[config.mk]
export PLATFORM = sky130hd
export DESIGN_NAME = mmio_ctrl
export DESIGN_NICKNAME = d
export VERILOG_FILES = /design/src/rtl/mmio_pkg.sv /design/src/rtl/mmio_addr_decode.sv /design/src/rtl/mmio_ctrl.sv
export SDC_FILE = /design/constraint.sdc
export NUM_CORES = 1
export LEC_CHECK = 0
export CORE_UTILIZATION = 42
export CTS_CLUSTER_DIAMETER = 50
export DETAILED_ROUTE_END_ITERATION = 10
export PLACE_DENSITY = 0.78
export SLEW_MARGIN = 20
export SYNTH_ARGS = -nofsm -noshare
export SYNTH_HDL_FRONTEND = slang
export SYNTH_HIERARCHICAL = 1
export SYNTH_SLANG_ARGS = --single-unit
export TNS_END_PERCENT = 5
[constraint.sdc]
create_clock -name clk -period 26.1 [get_ports clk]
set_input_delay 2.61 -clock clk [delete_from_list [all_inputs] [get_ports clk]]
set_output_delay 2.61 -clock clk [all_outputs]
set_load 0.005 [all_outputs]
[src/rtl/mmio_pkg.sv]
// Shared types and default address map for the MMIO sequencer.
// Optional build macro MMIO_ALIGN_CHECK_EN is consumed by mmio_addr_decode.
package mmio_pkg;

  typedef enum logic [1:0] {REG_NONE, REG_DMEM, REG_SW, REG_LED} region_e;
  typedef enum logic [1:0] {IDLE, ISSUE, WAIT, RESP} state_e;

  localparam logic [63:0] DMEM_BASE_DEF = 64'h0000_0000;
  localparam logic [63:0] DMEM_SIZE_DEF = 64'h0000_0200;
  localparam logic [63:0] SW_BASE_DEF   = 64'h0000_0400;
  localparam logic [63:0] SW_SIZE_DEF   = 64'h0000_0004;
  localparam logic [63:0] LED_BASE_DEF  = 64'h0000_0500;
  localparam logic [63:0] LED_SIZE_DEF  = 64'h0000_0004;

  // base <= addr < base+size, written so that base+size can never wrap
  function automatic logic in_region(input logic [63:0] addr,
                                     input logic [63:0] base,
                                     input logic [63:0] size);
    return (addr >= base) && ((addr - base) < size);
  endfunction

endpackage

[src/rtl/mmio_addr_decode.sv]
// Combinational region decode and legality check for one CPU access.
// Macro MMIO_ALIGN_CHECK_EN: when defined, non word-aligned accesses are illegal.
module mmio_addr_decode
  import mmio_pkg::*;
#(
  parameter logic [63:0] DMEM_BASE = DMEM_BASE_DEF,
  parameter logic [63:0] DMEM_SIZE = DMEM_SIZE_DEF,
  parameter logic [63:0] SW_BASE   = SW_BASE_DEF,
  parameter logic [63:0] SW_SIZE   = SW_SIZE_DEF,
  parameter logic [63:0] LED_BASE  = LED_BASE_DEF,
  parameter logic [63:0] LED_SIZE  = LED_SIZE_DEF
) (
  input  logic [63:0] addr_i,
  input  logic        we_i,
  output region_e     region_o,
  output logic        illegal_o
);

  // Region match, then reject unmapped, stores to switches and loads from LEDs
  always_comb begin
    region_o = REG_NONE;
    if (in_region(addr_i, DMEM_BASE, DMEM_SIZE)) begin
      region_o = REG_DMEM;
    end else if (in_region(addr_i, SW_BASE, SW_SIZE)) begin
      region_o = REG_SW;
    end else if (in_region(addr_i, LED_BASE, LED_SIZE)) begin
      region_o = REG_LED;
    end
    illegal_o = (region_o == REG_NONE) ||
                ((region_o == REG_SW)  &&  we_i) ||
                ((region_o == REG_LED) && !we_i);
`ifdef MMIO_ALIGN_CHECK_EN
    if (addr_i[1:0] != 2'b00) begin
      illegal_o = 1'b1;
    end
`endif
  end

endmodule

[src/rtl/mmio_ctrl.sv]
// Sequencer between the CPU load/store port and the memory-mapped targets
// (data memory, switches, LEDs). One request in flight; every output is a
// register. Build macro MMIO_ALIGN_CHECK_EN (see mmio_addr_decode) rejects
// misaligned accesses.
module mmio_ctrl
  import mmio_pkg::*;
#(
  parameter logic [63:0] DMEM_BASE = DMEM_BASE_DEF,
  parameter logic [63:0] DMEM_SIZE = DMEM_SIZE_DEF,
  parameter logic [63:0] SW_BASE   = SW_BASE_DEF,
  parameter logic [63:0] SW_SIZE   = SW_SIZE_DEF,
  parameter logic [63:0] LED_BASE  = LED_BASE_DEF,
  parameter logic [63:0] LED_SIZE  = LED_SIZE_DEF
) (
  input  logic        clk,
  input  logic        rst,
  input  logic        cpu_req,
  input  logic        cpu_we,
  input  logic [63:0] cpu_addr,
  input  logic [31:0] cpu_wdata,
  output logic [31:0] cpu_rdata,
  output logic        cpu_ack,
  output logic        cpu_err,
  output logic        dmem_re,
  output logic        dmem_we,
  output logic [63:0] dmem_addr,
  output logic [31:0] dmem_wdata,
  input  logic [31:0] dmem_rdata,
  output logic        sw_re,
  output logic [63:0] sw_addr,
  input  logic [31:0] sw_rdata,
  output logic        led_we,
  output logic [31:0] led_wdata
);

  state_e      state_q, state_d;
  region_e     region_q, region_d;
  logic        we_q, we_d;
  logic [31:0] ld_data_q, ld_data_d;
  logic [31:0] rdata_q, rdata_d;
  logic        ack_q, ack_d;
  logic        err_q, err_d;
  logic        dmem_re_q, dmem_re_d;
  logic        dmem_we_q, dmem_we_d;
  logic [63:0] dmem_addr_q, dmem_addr_d;
  logic [31:0] dmem_wdata_q, dmem_wdata_d;
  logic        sw_re_q, sw_re_d;
  logic [63:0] sw_addr_q, sw_addr_d;
  logic        led_we_q, led_we_d;
  logic [31:0] led_wdata_q, led_wdata_d;

  region_e     dec_region;
  logic        dec_illegal;

  // Decode the live request; it is only acted on in IDLE, the cycle it is latched
  mmio_addr_decode #(
    .DMEM_BASE (DMEM_BASE),
    .DMEM_SIZE (DMEM_SIZE),
    .SW_BASE   (SW_BASE),
    .SW_SIZE   (SW_SIZE),
    .LED_BASE  (LED_BASE),
    .LED_SIZE  (LED_SIZE)
  ) u_decode (
    .addr_i    (cpu_addr),
    .we_i      (cpu_we),
    .region_o  (dec_region),
    .illegal_o (dec_illegal)
  );

  // Next state and next output values; outputs are registered, so the values
  // computed here appear during the state being entered
  always_comb begin
    state_d      = state_q;
    region_d     = region_q;
    we_d         = we_q;
    ld_data_d    = ld_data_q;
    rdata_d      = rdata_q;
    ack_d        = 1'b0;
    err_d        = 1'b0;
    dmem_re_d    = 1'b0;
    dmem_we_d    = 1'b0;
    sw_re_d      = 1'b0;
    led_we_d     = 1'b0;
    dmem_addr_d  = dmem_addr_q;
    dmem_wdata_d = dmem_wdata_q;
    sw_addr_d    = sw_addr_q;
    led_wdata_d  = led_wdata_q;
    case (state_q)
      IDLE: begin
        if (cpu_req) begin
          we_d     = cpu_we;
          region_d = dec_region;
          if (dec_illegal) begin
            // Error response goes straight out, no target is touched
            state_d = RESP;
            ack_d   = 1'b1;
            err_d   = 1'b1;
            rdata_d = 32'h0;
          end else begin
            state_d = ISSUE;
            case (dec_region)
              REG_DMEM: begin
                dmem_re_d    = !cpu_we;
                dmem_we_d    = cpu_we;
                dmem_addr_d  = cpu_addr - DMEM_BASE;
                dmem_wdata_d = cpu_wdata;
              end
              REG_SW: begin
                sw_re_d   = 1'b1;
                sw_addr_d = cpu_addr - SW_BASE;
              end
              REG_LED: begin
                led_we_d    = 1'b1;
                led_wdata_d = cpu_wdata;
              end
              default: ;
            endcase
          end
        end
      end
      ISSUE: begin
        if (we_q) begin
          state_d = RESP;
          ack_d   = 1'b1;
          rdata_d = 32'h0;
        end else begin
          state_d = WAIT;
        end
      end
      WAIT: begin
        // Target read data is valid now, one cycle after its read enable
        ld_data_d = (region_q == REG_SW) ? sw_rdata : dmem_rdata;
        rdata_d   = ld_data_d;
        ack_d     = 1'b1;
        state_d   = RESP;
      end
      RESP: begin
        // After the ack, show the last loaded word again
        state_d = IDLE;
        rdata_d = ld_data_q;
      end
      default: state_d = IDLE;
    endcase
  end

  // State and output registers; reset aborts any transaction in flight
  always_ff @(posedge clk or posedge rst) begin
    if (rst) begin
      state_q      <= IDLE;
      region_q     <= REG_NONE;
      we_q         <= 1'b0;
      ld_data_q    <= 32'h0;
      rdata_q      <= 32'h0;
      ack_q        <= 1'b0;
      err_q        <= 1'b0;
      dmem_re_q    <= 1'b0;
      dmem_we_q    <= 1'b0;
      dmem_addr_q  <= 64'h0;
      dmem_wdata_q <= 32'h0;
      sw_re_q      <= 1'b0;
      sw_addr_q    <= 64'h0;
      led_we_q     <= 1'b0;
      led_wdata_q  <= 32'h0;
    end else begin
      state_q      <= state_d;
      region_q     <= region_d;
      we_q         <= we_d;
      ld_data_q    <= ld_data_d;
      rdata_q      <= rdata_d;
      ack_q        <= ack_d;
      err_q        <= err_d;
      dmem_re_q    <= dmem_re_d;
      dmem_we_q    <= dmem_we_d;
      dmem_addr_q  <= dmem_addr_d;
      dmem_wdata_q <= dmem_wdata_d;
      sw_re_q      <= sw_re_d;
      sw_addr_q    <= sw_addr_d;
      led_we_q     <= led_we_d;
      led_wdata_q  <= led_wdata_d;
    end
  end

  assign cpu_rdata  = rdata_q;
  assign cpu_ack    = ack_q;
  assign cpu_err    = err_q;
  assign dmem_re    = dmem_re_q;
  assign dmem_we    = dmem_we_q;
  assign dmem_addr  = dmem_addr_q;
  assign dmem_wdata = dmem_wdata_q;
  assign sw_re      = sw_re_q;
  assign sw_addr    = sw_addr_q;
  assign led_we     = led_we_q;
  assign led_wdata  = led_wdata_q;

endmodule

# Word-level counts from Yosys, hierarchy flattened

Cells that the tools add are included.

Register bits: 267
Input port bits: 164
Output and inout port bits: 230
Logic and storage cells: 82

Add/sub/neg operators: 2
$lt $le $gt $ge: 6
Eq/ne operators: 10
Multiplexer cells: 33
Bitwise logic cells: 1
Reduce and logical (&&, ||, !) cells: 15

Operators with widths:

| kind                                                                | number |
|---|---|
| greater-or-equal comparator 64 x 11 -> 1 bit, second input constant | 2 |
| < comparator 64 x 3 -> 1 bit, second input constant                 | 2 |
| two-way mux 32 bit                                                  | 4 |
| case mux 32 bit (4 select lines)                                    | 1 |
| subtractor 64 x 11 -> 64 bit, second input constant                 | 2 |
| greater-or-equal comparator 64 x 1 -> 1 bit, second input constant  | 1 |
| < comparator 64 x 10 -> 1 bit, second input constant                | 1 |
| two-way mux 1 bit                                                   | 21 |
| AND reduction 4 bit                                                 | 3 |
| == test 2 bit, second input constant                                | 5 |
| two-way mux 2 bit                                                   | 5 |
| case mux 2 bit (4 select lines)                                     | 1 |
| inequality test 2 bit, second input constant                        | 3 |
| logical AND 1 bit                                                   | 5 |
| == test 2 x 1 -> 1 bit, second input constant                       | 2 |
| zero test 2 bit                                                     | 2 |
| case mux 1 bit (3 select lines)                                     | 1 |
| AND reduction 3 bit                                                 | 1 |
| logical OR 1 bit                                                    | 2 |
| AND reduction 2 bit                                                 | 1 |
| zero test 1 bit                                                     | 1 |
| inverter 1 bit                                                      | 1 |

# Logic depth before layout (Yosys ltp)

Gate-level depths: netlist of the first run.

Word-level depth: 13
Gate-level depth with buffers: 19
Depth with buffers taken out: 14

# Cells and area by module

Netlist of the first run, hierarchy kept.

Modules (own cells, without submodules):

| module           | instances | cells each | area an instance (sq um) | seq. area each (sq um) |
|---|---|---|---|---|
| mmio_ctrl        | 1         | 1001       | 11431.0                  | 6681.4 |
| mmio_addr_decode | 1         | 188        | 1211.2                   | 0.0 |

# Worst setup path after synthesis of the first run

OpenSTA, ideal clock, no wires.

Path kind: in2reg
From: input cpu_addr[18]
To: register dmem_wdata_q[10] (netlist: dmem_wdata[10])
Library setup time: 125 ps
Data arrival time: 6633 ps
Data required time: 25975 ps
Slack: 19342 ps
Cell stages on the path: 15
Buffers on the path: 3
Path through: or4_4 -> or4_4 -> buf_6 -> nor4_1 -> xor2_1 -> a2111o_1 -> nor4_2 -> nand4_1 -> and3_1 -> nor2_1 -> nand2_1 -> nor2_1 -> clkbuf_1 -> clkbuf_1 -> mux2_2

Word-level cells in the longest chain between the ends: 12
Elaborated cells between the ends (all ways): 24
Classes of those cells: add/sub: 2; order compare: 6; eq/ne: 3; mux: 3; bitwise: 1; reduce/logical: 9

Ends and longest elaborated chain:

| item                                     | RTL line               | RTL |
|---|---|---|
| start, declared                          | mmio_ctrl.sv:19        | `input logic [63:0] cpu_addr,` |
| subtractor 64 x 11 -> 64 bit             | mmio_pkg.sv:19         | `return (addr >= base) && ((addr - base) < size);` |
| < comparator 64 x 3 -> 1 bit             | mmio_pkg.sv:19         |  |
| logical AND 1 bit                        | mmio_pkg.sv:19         |  |
| two-way mux 2 bit                        | mmio_addr_decode.sv:26 | `end else if (in_region(addr_i, LED_BASE, LED_SIZE)) begin` |
| two-way mux 2 bit                        | mmio_addr_decode.sv:24 | `end else if (in_region(addr_i, SW_BASE, SW_SIZE)) begin` |
| two-way mux 2 bit (*)                    | mmio_addr_decode.sv:22 | `if (in_region(addr_i, DMEM_BASE, DMEM_SIZE)) begin` |
| == test 2 bit                            | mmio_addr_decode.sv:30 | `((region_o == REG_SW) && we_i) \|\|` |
| logical AND 1 bit                        | mmio_addr_decode.sv:30 |  |
| logical OR 1 bit                         | mmio_addr_decode.sv:29 | `illegal_o = (region_o == REG_NONE) \|\|` |
| logical OR 1 bit (*)                     | mmio_addr_decode.sv:30 |  |
| net dec_illegal                          | mmio_ctrl.sv:53        | `logic dec_illegal;` |
| inverter 1 bit (no source line) (*)      | --                     |  |
| AND reduction 4 bit (no source line) (*) | --                     |  |
| end signal, assigned                     | mmio_ctrl.sv:175       | `dmem_wdata_q <= dmem_wdata_d;` |
| end, declared                            | mmio_ctrl.sv:46        | `logic [31:0] dmem_wdata_q, dmem_wdata_d;` |

The timed path passes the listed nets; every way through them passes the cells marked *.
A chain may end at the register's enable or synchronous reset.

# Final worst setup path of the first run

From: input cpu_addr[12]
To: register sw_addr_q[14] (netlist: sw_addr[14])

Word-level cells in the longest chain between the ends: 12
Elaborated cells between the ends (all ways): 23
Classes of those cells: add/sub: 2; order compare: 6; eq/ne: 2; mux: 3; bitwise: 1; reduce/logical: 9

Ends and longest elaborated chain:

| item                                     | RTL line               | RTL |
|---|---|---|
| subtractor 64 x 11 -> 64 bit             | mmio_pkg.sv:19         |  |
| < comparator 64 x 3 -> 1 bit             | mmio_pkg.sv:19         |  |
| logical AND 1 bit                        | mmio_pkg.sv:19         |  |
| two-way mux 2 bit                        | mmio_addr_decode.sv:26 |  |
| two-way mux 2 bit                        | mmio_addr_decode.sv:24 |  |
| two-way mux 2 bit (*)                    | mmio_addr_decode.sv:22 |  |
| == test 2 bit                            | mmio_addr_decode.sv:30 |  |
| logical AND 1 bit                        | mmio_addr_decode.sv:30 |  |
| logical OR 1 bit                         | mmio_addr_decode.sv:29 |  |
| logical OR 1 bit (*)                     | mmio_addr_decode.sv:30 |  |
| net dec_illegal                          | mmio_ctrl.sv:53        |  |
| inverter 1 bit (no source line) (*)      | --                     |  |
| AND reduction 4 bit (no source line) (*) | --                     |  |
| end signal, assigned                     | mmio_ctrl.sv:177       | `sw_addr_q <= sw_addr_d;` |
| end, declared                            | mmio_ctrl.sv:48        | `logic [63:0] sw_addr_q, sw_addr_d;` |

Marked as above.

==> results of run 1 <==
-- state kept, by name, indices dropped and copies added, names as in the netlist --
register / cells
ld_data_q: 32
cpu_ack: 1
dmem_addr: 64
dmem_re: 1
dmem_wdata: 32
region_q: 2
led_wdata: 32
sw_re: 1
cpu_err: 1
cpu_rdata: 32
led_we: 1
dmem_we: 1
we_q: 1
sw_addr: 64
state_q: 2
-- metal layers --
| metal | GRT usage | routed length [um] | vias up |
|---|---|---|---|
| met2 | 0.423 | 19100 | 471 |
| met3 | 0.0771 | 3660 | 78 |
| met5 | 0 | 0 | - |
| met4 | 0.0877 | 1140 | 0 |
| met1 | 0.341 | 16900 | 5331 |
| li1 | - | - | 5016 |
-- final timing paths --
kind / endpoint / slack (ns) / cells after the start
worst max register to register: sw_addr[14] / 22.58 / 10
min in group asynchronous: led_wdata[20] / 2.70 / 2
worst min-delay path: sw_addr[63] / 0.48 / 2
max in group asynchronous: ld_data_q[25] / 21.86 / 3
worst min register to register: sw_addr[63] / 0.48 / 2
worst max-delay path: sw_addr[14] / 18.16 / 16
-- worst max-delay path, stage by stage --
cell             delay (ns)
clkdlybuf4s50_1        0.64
or3_1                  0.56
or3_2                  0.61
nor4_1                 0.65
and3b_1                0.25
a31oi_1                0.14
a211oi_1               0.09
nand4_1                0.15
and3_1                 0.21
nor2_1                 0.08
nand2_1                0.07
or2_4                  0.10
buf_4                  0.72
clkinv_1               0.88
nor2_1                 0.31
a31oi_1                0.07
-- Yosys cell counts, drive strengths merged, types with 3 or more instances --
library cell / number / area (um^2)
o21ai: 61 / 309
nand2: 115 / 432
or4: 18 / 158
or4b: 3 / 37.5
nor3: 32 / 160
xor2: 26 / 228
ha: 5 / 62.6
or2: 7 / 43.8
nor2b: 35 / 219
a31oi: 5 / 31.3
inv: 7 / 26.3
buf: 10 / 58.8
a21oi: 100 / 500
dfrtp: 267 / 6680
nor2: 107 / 418
nand4: 19 / 119
xnor2: 41 / 359
or3: 19 / 121
nand3: 16 / 80.1
nand2b: 5 / 31.3
clkbuf: 48 / 193
mux2: 131 / 1480
mux2i: 33 / 330
o31ai: 5 / 37.5
nor4: 45 / 294
-- per-stage QoR --
stage                     instance area (um^2)  instances
after floorplan                          12600       1189
after global placement                   16900       1923
after detailed placement                 16900       1923
after CTS                                18100       1986
after global routing                     18200       1988
final                                    18200       1988
-- where the power goes --
part           internal (mW)  total, mW  switching [mW]
Sequential             0.470      0.499          0.0289
Clock                  0.306      0.492           0.186
Combinational          0.133      0.286           0.153
-- area by class of cell --
class / instances / area [um^2] / share of cell area
repair buffers: 404 / 4050 / 0.223
well taps: 390 / 488 / 0.0268
multi-input cells: 856 / 5720 / 0.314
clock buffers: 47 / 1010 / 0.0557
inverters: 8 / 37.5 / 0.00206
clock inverters: 16 / 199 / 0.0109
flip-flops and latches: 267 / 6680 / 0.367
-- kinds of logic (layout without fill, tap and decap cells) --
logic type                 Yosys count  after routing  share of synthesized area
and+or+nand+nor                    433            433                      0.174
DFF                                267            267                      0.529
AOI/OAI and AO/OA                  187            187                     0.0807
muxes                              164            164                      0.143
xor gates and xnor gates            67             67                     0.0464
buffers and inverters               66            475                     0.0223
adders and majority gates            5              5                    0.00495
==> results.txt, run 1 <==
Status -> complete, no violations
Max Buffers Root-to-Sink -> 3
Largest net degree at the start of global routing -> 135
Resized cells post-CTS -> 0
DR pass1 iterations -> 7
Syn_nets -> 1358
Initial antenna violation count -> 0
Detailed-route DRC error count -> 0
Fmax -> 0.126 GHz
Worst Min Path Start -> sw_addr[63]
Warnings, synthesis -> 6
Clock latency on the worst-skew pair -> 0.52 ns
H-tree lvl count -> 2
CORE AREA -> 29600 um^2
Most common cell after layout, fill and taps aside -> clkdlybuf4s50_1
DR vias -> 10896
Final slew viol count -> 0
Antenna violation net count after detailed routing -> 0
Final setup fails -> 0
GRT overflow -> 0
Synth unique cells -> 59
1st-iter DRT viols -> 853
Worst hold path class -> flip-flop to flip-flop
Total power -> 1.28 mW
Total Negative Setup Slacks -> 0 ns
Static Leak -> 7.57 nW
CTS sink count -> 267
Final min period -> 7.94 ns
RD Place Congestion -> 0.911
Via density -> 5.48
Tcrit/Tclk final -> 0.304
Share of post-route cells with drive strength above 1 -> 0.141
RSZ-0062 raised after global routing -> no
Rows -> 63
# IOs -> 394
Worst Skew -> 0.0179 ns
TritonCTS clock tree -> done
Fin Hold WS -> 0.477 ns
Total wire length -> 40800 um
Sequential-to-total area share from yosys stat -> 0.529
Most used DFF post-synth -> dfrtp_1
CTS Buf Count -> 35
Chip width -> 175 um
Die Area -> 30800 um^2
Post-Syn Area -> 12600 um^2
Number of hold buffers added after cts -> 0
Area Growth Syn to Fin -> 43.8%
Critical path data arrival time -> 8.31 ns
Avg Cell Area, Syn -> 10.6 um^2
Die Span Y -> 175 um
Number of enable flip-flop cells after synthesis -> 0
Syn Inst Count -> 1189
Critical path type -> input pin to flip-flop
DP HPWL -> 29000 um
Cell area power density -> 70.2 nW/um^2
Initial Utilization -> 0.427
Clk pin slew, worst setup/hold paths -> 0.05 ns
CP max FO -> 113
Total global-route track usage -> 0.264
WP data required -> 26.47 ns
Slew Limit Headroom -> 0.275
Hold Vio Cnt, Final -> 0
Critical R2R Launch -> state_q[1]
Finished Core Util -> 0.614
CP startpoint -> cpu_addr[12]
Global-route wire length before repair -> 63300 um
Critical Path End Type -> flip-flop
CP Launch Type -> input pin
Setup WS pre-CTS -> 17.33 ns
Synth async-reset ratio -> 1.00
Avg WL per Cell -> 20.5 um
Max-Cap Viols -> 0
Worst-margin pin slew -> 1.09 ns
Fill cells -> 2477
NumNets Final -> 1741
Peak VDD IR -> 0.0491 mV
Final setup margin -> 18.16 ns
Setup bufs post-CTS -> 0
CTS root buf -> clkbuf_16
#FFs+latches synth -> 267
Diode count -> 0
PortBufs -> 393
Commonest non-fill, non-tap cells in the layout -> clkdlybuf4s50_1 (393), dfrtp_1 (267), mux2_2 (131)
Number of global-route vias before repair -> 11185
Power figures use the tool's default switching activity.
==> run 2, diff against run 1 <==
clock period = 7.85 ns   (was 26.1 ns; I/O delays follow)
==> results.txt, run 2 (synthesis gave the netlist of run 1 again) <==
Status -> complete, no violations (unchanged)
TritonCTS clock tree -> done (unchanged)
CTS sink count -> 267 (unchanged)
1st-iter DRT viols -> 817 (was 853)
Tcrit/Tclk final -> 0.704
Total global-route track usage -> 0.264 (about the same)
Critical path data arrival time -> 5.88 ns (was 8.31 ns)
RD Place Congestion -> 0.881 (was 0.911)
Initial Utilization -> 0.427 (unchanged)
# IOs -> 394 (unchanged)
Slew Limit Headroom -> 0.372 (was 0.275)
Total wire length -> 40500 um (was 40800 um)
Area Growth Syn to Fin -> 44.0% (was 43.8%)
Avg WL per Cell -> 20.3 um (was 20.5 um)
Hold Vio Cnt, Final -> 0 (unchanged)
Cell area power density -> 233 nW/um^2 (was 70.2 nW/um^2)
Worst hold path class -> flip-flop to flip-flop (unchanged)
Critical R2R Launch -> state_q[0] (was state_q[1])
WP data required -> 8.21 ns (was 26.47 ns)
Critical path type -> input pin to flip-flop (unchanged)
CP startpoint -> cpu_addr[31] (was cpu_addr[12])
CP max FO -> 45 (was 113)
H-tree lvl count -> 2 (unchanged)
Detailed-route DRC error count -> 0 (unchanged)
Combinational fraction of design power -> 0.222 (was 0.224)
Static Leak -> 7.59 nW (was 7.57 nW)
Net Sw Power -> 1.22 mW (was 0.367 mW)
Worst-margin pin slew -> 0.934 ns (was 1.09 ns)
Final slew viol count -> 0 (unchanged)
Setup bufs post-CTS -> 0 (unchanged)
Top delay family on crit path -> simple AND/OR/NAND/NOR gates (unchanged)
Worst Min Path Start -> sw_addr[6] (was sw_addr[63])
Diode count -> 0 (unchanged)
Worst Skew -> 0.0137 ns (was 0.0179 ns)
Switching part of the total -> 0.287 (was 0.288)
NumNets Final -> 1745 (was 1741)
DP HPWL -> 29200 um (was 29000 um)
Most common cell after layout, fill and taps aside -> clkdlybuf4s50_1 (unchanged)
CP cell instances -> clkdlybuf4s50_1 > nor4_1 > nand4_1 > nor4_1 > and3b_1 > a31oi_1 > a211oi_1 > nand4_1 > and3_1 > nor2_1 > nand2_1 > or2_4 > clkinv_1 > nor2_1 > a31oi_1 (was clkdlybuf4s50_1 > or3_1 > or3_2 > nor4_1 > and3b_1 > a31oi_1 > a211oi_1 > nand4_1 > and3_1 > nor2_1 > nand2_1 > or2_4 > buf_4 > clkinv_1 > nor2_1 > a31oi_1)
Fmax -> 0.181 GHz
Clock Power Share -> 0.389 (was 0.386)
Rows -> 63 (unchanged)
PortBufs -> 393 (unchanged)
CTS Buf Count -> 36 (was 35)
Number of hold buffers added after cts -> 0 (unchanged)
Die Area -> 30800 um^2 (unchanged)
CTS root buf -> clkbuf_16 (unchanged)
Number of global-route vias before repair -> 11224 (was 11185)
Largest net degree at the start of global routing -> 80 (was 135)
GRT overflow -> 0 (unchanged)
Commonest non-fill, non-tap cells in the layout -> clkdlybuf4s50_1 (393), dfrtp_1 (267), mux2_2 (131) (unchanged)
Resized cells post-CTS -> 0 (unchanged)
Seq pwr share -> 0.389 (was 0.391)
Initial antenna violation count -> 0 (unchanged)
DR vias -> 11031 (was 10896)
Critical Path End Type -> flip-flop (unchanged)
Clk pin slew, worst setup/hold paths -> 0.05 ns (about the same)
Via density -> 5.53 (was 5.48)
Die Span Y -> 175 um (unchanged)
Clock latency on the worst-skew pair -> 0.52 ns (about the same)
Total Negative Setup Slacks -> 0 ns (unchanged)
Final min period -> 5.53 ns
Chip width -> 175 um (unchanged)
Max Buffers Root-to-Sink -> 3 (unchanged)
Slowest stage cell, crit path -> nor4_1 (was clkinv_1)
CP Launch Type -> input pin (unchanged)
CP peak stage delay -> 0.87 ns (was 0.88 ns)
Final setup fails -> 0 (unchanged)
Fill cells -> 2474 (was 2477)
CORE AREA -> 29600 um^2 (unchanged)
Global-route wire length before repair -> 63700 um (was 63300 um)
Peak VDD IR -> 0.186 mV (was 0.0491 mV)
Critical path buffers and inverters -> 2 (was 3)
Antenna violation net count after detailed routing -> 0 (unchanged)
Cell-internal power -> 3.03 mW (was 0.909 mW)
Share of post-route cells with drive strength above 1 -> 0.143 (was 0.141)
Max-Cap Viols -> 0 (unchanged)
DR pass1 iterations -> 6 (was 7)
Finished Core Util -> 0.614 (about the same)
RSZ-0062 raised after global routing -> no (unchanged)
run 2: cell count changes in the layout (fill, tap and decap cells not counted):
| cell | delta |
|---|---|
| buf_12 | +1 |
| buf_16 | -1 |
| buf_4 | +3 |
| clkbuf_16 | +1 |
| clkbuf_8 | -2 |
| clkinv_2 | +2 |
| clkinv_4 | +2 |
| clkinv_8 | +2 |
| clkinvlp_4 | -1 |
| inv_16 | -1 |
| inv_6 | +1 |
| inv_8 | -2 |
| nor4_1 | +1 |
| nor4_2 | -1 |
run 2: routing by layer:
metal  track usage  vias up  wire, um
li1              -     5017         -
met1         0.351     5398     16800
met2         0.418      534     18800
met3        0.0777       82      3980
met4        0.0783        0      1010
met5             0        -         0
run 2: final timing paths:
kind	cells past startpoint	slack, ns	endpoint
setup / recovery	15	2.32	sw_addr[33]
hold / removal	2	0.47	sw_addr[6]
setup reg to reg	9	5.17	sw_addr[33]
hold reg to reg	2	0.47	sw_addr[6]
max in group asynchronous	4	5.50	dmem_addr[11]
min in group asynchronous	3	0.89	cpu_rdata[24]
run 2: power by group through the flow:
stage / clock network [mW] / registers [mW] / logic, mW
detailed placement: 0 / 1.68 / 0.947
finish: 1.65 / 1.65 / 0.945
floorplan: 0 / 1.67 / 0.503
global route: 1.74 / 1.68 / 1.05
CTS: 1.68 / 1.65 / 0.952
global placement: 0 / 1.67 / 0.917
run 2: layout make-up:
| cell class | count | area (um^2) | share of cell area |
|---|---|---|---|
| clock buffer | 46 | 1010 | 0.0555 |
| clock inverter | 19 | 221 | 0.0122 |
| inverter | 8 | 33.8 | 0.00186 |
| multi-input combinational | 856 | 5710 | 0.314 |
| sequential | 267 | 6680 | 0.367 |
| tap | 390 | 488 | 0.0268 |
| timing repair buffer | 407 | 4060 | 0.223 |
run 2: worst reg2reg max path, delay by kind of cell, from the launching register on:
kind                     cells  cell delay, ns
AO/OA/AOI/OAI                1            0.07
adder cells (fa/ha/maj)      1            0.31
buffers and inverters        2            0.72
flip-flops                   1            0.40
AND/OR/NAND/NOR              5            1.02
run 2: per-stage QoR:
stage / hold slack (ns) / std cells / total power, mW / worst slack [ns] / instance area (um^2)
2_1_floorplan: 0.470 / 1189 / 2.17 / 2.92 / 12600
3_3_place_gp: 0.460 / 1927 / 2.59 / 2.07 / 17000
3_5_place_dp: 0.462 / 1927 / 2.62 / 2.03 / 17000
4_1_cts: 0.476 / 1992 / 4.29 / 2.53 / 18200
5_1_grt: 0.502 / 1993 / 4.47 / 2.03 / 18200
6_report: 0.473 / 1993 / 4.25 / 2.32 / 18200
